### config.mk
export PLATFORM = sky130hd
export DESIGN_NAME = tdm_joiner
export DESIGN_NICKNAME = d
export VERILOG_FILES = /design/src/rtl/tdm_joiner.sv
export SDC_FILE = /design/constraint.sdc
export NUM_CORES = 1
export LEC_CHECK = 0
export CORE_UTILIZATION = 50
export CTS_CLUSTER_SIZE = 28
export DETAILED_ROUTE_END_ITERATION = 8
export PLACE_DENSITY_LB_ADDON = 0.25
export RECOVER_POWER = 100
export SLEW_MARGIN = 20
export SYNTH_ARGS = -nofsm -noshare
export SYNTH_HDL_FRONTEND = slang
export SYNTH_SLANG_ARGS = --single-unit
### constraint.sdc
create_clock -name sysclk -period 3.4 [get_ports sysclk]
set_input_delay 0.51 -clock sysclk [delete_from_list [all_inputs] [get_ports sysclk]]
set_output_delay 0.51 -clock sysclk [all_outputs]
set_load 0.005 [all_outputs]
### src/rtl/tdm_joiner.sv
// Receive side of the four-slot TDM link: tracks the splitter's slot schedule,
// demultiplexes each sample to its channel and reports per-channel activity.
module tdm_joiner #(
  parameter int DW   = 8,
  parameter int LEN0 = 143,
  parameter int LEN1 = 110,
  parameter int LEN2 = 77,
  parameter int LEN3 = 44,
  parameter int FCW  = 16
) (
  input  logic           sysclk,
  input  logic           reset_n,
  input  logic           holder,
  input  logic [DW-1:0]  currentData,
  output logic [DW-1:0]  ch0_data,
  output logic [DW-1:0]  ch1_data,
  output logic [DW-1:0]  ch2_data,
  output logic [DW-1:0]  ch3_data,
  output logic [3:0]     ch_stb,
  output logic [1:0]     slot,
  output logic [7:0]     sample_idx,
  output logic           slot_done,
  output logic           frame_done,
  output logic [3:0]     ch_active,
  output logic [FCW-1:0] frame_cnt
);

  // Stream handshake: holder acts as the valid of a stream whose data arrives
  // one cycle later (hold_d). There is no ready; a sample is accepted on every
  // cycle hold_d is high and nothing can stall the source.

  localparam logic [7:0] LAST0 = 8'(LEN0 - 1);
  localparam logic [7:0] LAST1 = 8'(LEN1 - 1);
  localparam logic [7:0] LAST2 = 8'(LEN2 - 1);
  localparam logic [7:0] LAST3 = 8'(LEN3 - 1);

  logic       hold_d;
  logic [1:0] s;
  logic [7:0] idx;
  logic [3:0] nz;

  logic [7:0] last_idx;
  logic       at_last;
  logic       sample_nz;
  logic [3:0] s_onehot;

  always_comb begin
    last_idx = LAST0;
    case (s)
      2'd0:    last_idx = LAST0;
      2'd1:    last_idx = LAST1;
      2'd2:    last_idx = LAST2;
      default: last_idx = LAST3;
    endcase
    at_last   = (idx == last_idx);
    sample_nz = |currentData;
    s_onehot  = 4'b0001 << s;
  end

  always_ff @(posedge sysclk or negedge reset_n) begin
    if (!reset_n) begin
      hold_d     <= 1'b0;
      s          <= 2'd0;
      idx        <= 8'd0;
      nz         <= 4'd0;
      ch0_data   <= '0;
      ch1_data   <= '0;
      ch2_data   <= '0;
      ch3_data   <= '0;
      ch_stb     <= 4'd0;
      slot       <= 2'd0;
      sample_idx <= 8'd0;
      slot_done  <= 1'b0;
      frame_done <= 1'b0;
      ch_active  <= 4'd0;
      frame_cnt  <= '0;
    end else begin
      hold_d <= holder;
      if (hold_d) begin
        case (s)
          2'd0:    ch0_data <= currentData;
          2'd1:    ch1_data <= currentData;
          2'd2:    ch2_data <= currentData;
          default: ch3_data <= currentData;
        endcase
        ch_stb     <= s_onehot;
        slot       <= s;
        sample_idx <= idx;
        if (at_last) begin
          // Slot complete: publish its activity and start the next slot clean.
          idx          <= 8'd0;
          s            <= s + 2'd1;
          slot_done    <= 1'b1;
          ch_active[s] <= nz[s] | sample_nz;
          nz[s]        <= 1'b0;
          frame_done   <= (s == 2'd3);
          if (s == 2'd3) begin
            frame_cnt <= frame_cnt + FCW'(1);
          end
        end else begin
          idx        <= idx + 8'd1;
          nz[s]      <= nz[s] | sample_nz;
          slot_done  <= 1'b0;
          frame_done <= 1'b0;
        end
      end else begin
        // Source restarts at slot 0 when re-enabled, so partial progress is dropped.
        s          <= 2'd0;
        idx        <= 8'd0;
        nz         <= 4'd0;
        ch_stb     <= 4'd0;
        slot_done  <= 1'b0;
        frame_done <= 1'b0;
      end
    end
  end

endmodule
==> impl_results.md, run 1 <==
* Routed wl met2 at approximately 3300 um
* Fin Clk Skew at 11.1 ps
* Clk pin slew, worst setup/hold paths at 80 ps
* Initial DRC count at 181
* DR top layer: met4
* Fraction of layout cells with a size suffix above 1 at 18.4%
* Crit path required time at 3630 ps
* Clock Sinks at 83
* Antenna violations before repair at 0
* Post-Synth XOR/XNOR Area at under 10%
* Grt ovf at 0
* Clk_lat worst skew at 340 ps
* CTS max path bufs at 2
* Async SR Flop Fraction at 100%
* Critical path class: reg -> reg
* PD cells at 413 mW/mm^2
* Met3 WL post-DR at 397 um
* Post-Syn Instances at 266
* Mapped cell area at 0.00349 mm^2
* Final period demand of the worst path at 2830 ps
* Leak at 2.08 nW
* R2r setup slk at 570 ps
* Hold Path Class: reg -> reg
* CTS Buf Count at 9
* Final Power at 1.87 mW
* Max-slew violation count at 84
* CTS tree: built
* Seq/Total Area, Yosys at 59.5%
* Failing checks: capacitance limit, slew limit
* Post-synthesis simple-gate area fraction at 10.7%
* Cell taking the most area after synthesis: dfrtp_1
* Max cap viols at 1
* Complex-gate fraction of the synthesized area at about 3.1%
* Drt wl/cell at 15.8 um
* Fin Hold WS at 463 ps
* Adder-cell share of the synthesized area at 2.51%
* Largest net degree at the start of global routing at 84
* # placed instances at 418
* Gp weighted congestion at roughly 0.74
* CP Capture Type: flip-flop
* DP Wirelength at 4770 um
* Slew @ Worst Pin at just under 2000 ps
* Status: finished with violations
* Setup TNS at 0 ps
* Initial Util at 51.7%
* Vias in the first global route at 2407
* # fillers at 515
* I/O pins at 79
* Peak supply drop at about 0.00029 V
* CP max FO at 10
* RSZ-0062 raised after global routing: no
* Number of flops mapped to enable cells by yosys at 0
* Total number of vias at between 2k and 2.5k
* Final setup viols at 0
* Routed Antenna Nets at 0
* DRT met1 WL at between 3000 and 4000 um
* Largest family of logic cells by synthesized area: multiplexers
* Tcrit/Tclk final at between 80% and 90%
* Root Driver: clkbuf_8
* FF+latch count, synth at 83
* Setup bufs post-CTS at 0
* YS warnings at 0
* Syn Nets at 284
* Syn Area/Cell at 13.1 um^2
* Mux cell area share after synthesis at 15.8%
* First-pass GRT wire length at between 10000 and 15000 um
* Register area at just over 0.002 mm^2
* Worst reg2reg path startpoint: s[0]
* CP Launch Type: flip-flop
* Drt pass-1 iters at 4
* Total Wirelength at ~6900 um
* Area share of the largest cell type after synthesis at 59.5%
* Resize count post-CTS at 0
* Most frequent cells in the layout: dfrtp_1 (83), dlygate4sd3_1 (69), mux2_2 (47)
* Post-route DRC at 0
* Die area at approximately 0.0073 mm^2
* Vias per cell at 5.41
* Chip Width at 85.6 um
* Area Overhead vs Synth at 29.5%
* GRT Overall Usage at between 20% and 30%
* Post-CTS Hold Fix Bufs at 0
* Row count at 30
* Layout Cells excl Fill at 433
* Top_reg_cell synth: dfrtp_1
* Fin nets at 367
* Area of the multi-input gates at 0.00134 mm^2
* Critical path arrival at 3060 ps
* CP startpoint: s[0]
* Worst hold start: frame_cnt[15]
* Top cells by area, synth: dfrtp_1 (59%), mux2_2 (15%), xnor2_1 (4.5%)
* N_diodes at 0
* CTS HTree Levels at 3
* Core area at 0.00676 mm^2
* Yosys cell types at 29
* Rel. slew slack at -32.6%
* Final hold violations at 0
* Port Buf Inserts at 78
* Commonest non-fill, non-tap cell in the layout: dfrtp_1
* Chip height at 85.6 um
* Fmax at between 300 and 400 MHz
[flip-flops by register name, summed over array words and instances, names as in the netlist, 8 cells and up]
register / flops
idx: 8
frame_cnt: 16
sample_idx: 8
ch2_data: 8
ch0_data: 8
ch1_data: 8
ch3_data: 8
[metal layers]
layer / vias to the layer above / track usage (%)
li1: 1104 / -
met1: 1169 / 27.3
met2: 61 / 32.4
met3: 7 / 5.58
met4: 0 / 6.82
met5: - / 0
[through the flow]
step                      cell area, um^2  worst slack (ps)  utilization [%]
after detailed placement             4360               904             64.5
final                                4530               567             67.0
after global placement               4360               949             64.5
after global routing                 4530               419             67.0
after floorplan                      3490              1010                -
after CTS                            4550               890             67.3
[final cells by class]
| class | instances | area share, % |
|---|---|---|
| clock inverter | 4 | 1.13 |
| tap | 80 | 2.21 |
| sequential | 83 | 45.9 |
| clock buffer | 11 | 3.12 |
| inverter | 10 | 0.829 |
| timing repair buffer | 80 | 17.3 |
| multi-input combinational | 165 | 29.5 |
[final timing paths]
| path | to | cells after the start |
|---|---|---|
| setup / recovery | frame_cnt[10] | 5 |
| hold / removal | frame_cnt[15] | 1 |
| hold reg to reg | frame_cnt[15] | 1 |
| setup reg to reg | frame_cnt[10] | 5 |
| max in group asynchronous | nz[2] | 1 |
| min in group asynchronous | frame_cnt[10] | 1 |
[Yosys cell counts (6+ instances only)]
library cell / number
dfrtp_1: 83
mux2_2: 47
xnor2_1: 18
nand3_1: 15
nor2_1: 15
nand4_1: 11
inv_1: 10
nand2_1: 10
ha_1: 7
clkbuf_1: 6
o21ai_0: 6
xor2_1: 6
[critical path: stages (launching register included)]
cell	delay, ps
dfrtp_1	470
ha_1	280
or4_1	620
a211oi_1	920
nand4_1	240
xnor2_1	190
[power by group]
part	leakage [nW]	total [mW]	internal, mW	switching (mW)
registers	1.07	1.04	1.02	0.0224
clock network	0.0954	0.693	0.356	0.337
logic	0.918	0.133	0.0747	0.0580
[logic make-up (layout without fill, tap and decap cells)]
family	after synthesis	count (layout)
compound gates	14	14
xor+xnor	25	25
fa+ha+maj	7	7
buf+inv	18	105
flops	83	83
mux	48	48
simple gates	71	71
Note: power is estimated with default switching activity, not from simulation.
==> run 2, diff against run 1 <==
CORE_UTILIZATION = 45   (was 50)
clock period = 2.53 ns   (was 3.4 ns; I/O delays follow)
==> impl_results.md, run 2 (synthesis results as in run 1) <==
* Status: completed (was finished with violations)
* Fin Clk Skew at 9.05 ps (was 11.1 ps)
* Most frequent cells in the layout: dfrtp_1 (83), dlygate4sd3_1 (69), mux2_2 (46) (was dfrtp_1 (83), dlygate4sd3_1 (69), mux2_2 (47))
* Final setup viols at 0 (unchanged)
* First-pass GRT wire length at 12000 um (was 11600 um)
* Vias per cell at 5.16 (was 5.41)
* Drt wl/cell at 15.6 um (was 15.8 um)
* R2r setup slk at 80 ps (was 570 ps)
* GRT busiest layer: met2 (unchanged)
* Grt ovf at 0 (unchanged)
* CP Launch Type: flip-flop (unchanged)
* RSZ-0062 raised after global routing: no (unchanged)
* N_diodes at 0 (unchanged)
* Largest register FFs at 16 (unchanged)
* Met1 Use GR at 24.7% (was 27.3%)
* Leak at 2.16 nW (was 2.08 nW)
* Crit path required time at 2750 ps (was 3630 ps)
* Critical path arrival at 2670 ps (was 3060 ps)
* Met2 GRT Util at 29.8% (was 32.4%)
* Final core utilization at 63.8% (was 67.0%)
* Post-route DRC at 0 (unchanged)
* Final hold violations at 0 (unchanged)
* Final period demand of the worst path at 2450 ps (was 2830 ps)
* CP Capture Type: flip-flop (unchanged)
* Initial DRC count at 51 (was 181)
* Area Overhead vs Synth at 34.5% (was 29.5%)
* Total number of vias at 2390 (was 2341)
* Setup crit end: frame_cnt[3] (was frame_cnt[10])
* CP startpoint: s[0] (unchanged)
* I/O pins at 79 (unchanged)
* Drt pass-1 iters at 4 (unchanged)
* Clk pin slew, worst setup/hold paths at 80 ps (about the same)
* Resize count post-CTS at 0 (unchanged)
* Total Wirelength at 7210 um (was 6860 um)
* DP Wirelength at 5160 um (was 4770 um)
* Hold Path Class: in -> async (was reg -> reg)
* CTS HTree Levels at 3 (unchanged)
* Fraction of layout cells with a size suffix above 1 at 20.9% (was 18.4%)
* CTS max path bufs at 2 (unchanged)
* Clk_lat worst skew at 340 ps (about the same)
* Commonest non-fill, non-tap cell in the layout: dfrtp_1 (unchanged)
* Chip height at 90.1 um (was 85.6 um)
* Fmax at 409 MHz (was 353 MHz)
* CTS Buf Count at 9 (unchanged)
* Slew @ Worst Pin at 1020 ps (was 1990 ps)
* PD cells at 597 mW/mm^2 (was 413 mW/mm^2)
* Setup TNS at 0 ps (unchanged)
* Tcrit/Tclk final at 96.7% (was 83.3%)
* Worst R2R Path Depth at 5 (unchanged)
* Die area at 0.00812 mm^2 (was 0.00732 mm^2)
* Row count at 31 (was 30)
* Vias in the first global route at 2387 (was 2407)
* Antenna violations before repair at 0 (unchanged)
* Root Driver: clkbuf_8 (unchanged)
* GRT Overall Usage at 18.8% (was 20.4%)
* Largest net degree at the start of global routing at 43 (was 84)
* Initial Util at 47.4% (was 51.7%)
* Worst reg2reg path startpoint: s[0] (unchanged)
* CTS tree: built (unchanged)
* CP max FO at 8 (was 10)
* Port Buf Inserts at 78 (unchanged)
* Largest register by flop count: frame_cnt (unchanged)
* Chip Width at 90.1 um (was 85.6 um)
* Max cap viols at 0 (was 1)
* Routed Antenna Nets at 0 (unchanged)
* Post-CTS Hold Fix Bufs at 0 (unchanged)
* Gp weighted congestion at 0.785 (was 0.745)
* Core area at 0.00737 mm^2 (was 0.00676 mm^2)
* Critical path class: reg -> reg (unchanged)
* Rel. slew slack at 32.0% (was -32.6%)
* Fin nets at 378 (was 367)
* Setup bufs post-CTS at 0 (unchanged)
* Clock Sinks at 83 (unchanged)
* Max-slew violation count at 0 (was 84)
* Peak supply drop at 0.000328 V (was 0.000287 V)
* Worst R2R End: frame_cnt[3] (was frame_cnt[10])
* GR Layer Usage met3 at 5.84% (was 5.58%)
run 2: cell types whose count changed in the layout (fill, tap and decap cells not counted):
cell        before  now
a211oi_1         1    0
or4_4            0    2
or4_1            2    0
a211oi_2         0    1
mux2_1           0    1
clkinvlp_4       1    0
clkbuf_2         1    2
clkbuf_1         3    6
clkinv_4         1    0
a211o_1          1    0
bufinv_16        1    4
mux2_2          47   46
buf_4            0    6
a211o_2          0    1
run 2: area by class of cell:
type / instances / area, um^2
inverters: 10 / 37.5
flip-flops and latches: 83 / 2080
multi-input cells: 165 / 1350
fillers: 597 / 2670
clock buffers: 10 / 138
repair buffers: 91 / 848
clock inverters: 5 / 125
well taps: 99 / 124
run 2: stage by stage:
step                      worst slack [ps]  total power, mW  hold slack (ps)  area (um^2)  std cells
after detailed placement               105             1.64              400         4480        448
after global placement                 124             1.63              403         4480        448
final                                 82.6             2.81              204         4700        463
after global routing                  5.39             2.91              287         4700        463
after floorplan                        140             1.48             83.9         3490        266
after CTS                             75.1             2.86             34.4         4740        463
run 2: how the worst min path moves through the flow:
stage | from | endpoint | slack (ps) | cells past startpoint
6_report | reset_n | sample_idx[1] | 200 | 1
3_5_place_dp | reset_n | frame_cnt[10] | 400 | 1
3_3_place_gp | reset_n | frame_cnt[9] | 400 | 1
5_1_grt | reset_n | sample_idx[1] | 290 | 1
4_1_cts | reset_n | frame_cnt[10] | 30 | 1
2_1_floorplan | reset_n | ch0_data[0] | 80 | 0
run 2: power breakdown:
group / internal [mW] / switching (mW)
Clock: 0.775 / 0.444
Sequential: 1.37 / 0.0255
Combinational: 0.105 / 0.0862
Total: 2.25 / 0.556
run 2: routing by layer:
| layer | share of wire, % | routed length (um) | vias to the layer above |
|---|---|---|---|
| met5 | 0 | 0 | - |
| met4 | 1.7 | 125 | 0 |
| met3 | 6.3 | 451 | 14 |
| met2 | 48 | 3460 | 67 |
| met1 | 44 | 3170 | 1185 |
| li1 | - | - | 1124 |
run 2: critical path, stage by stage, from the launching register on:
cell,delay [ps]
dfrtp_1,460
ha_1,270
or4_4,540
a211o_2,370
or4_4,540
xnor2_2,140
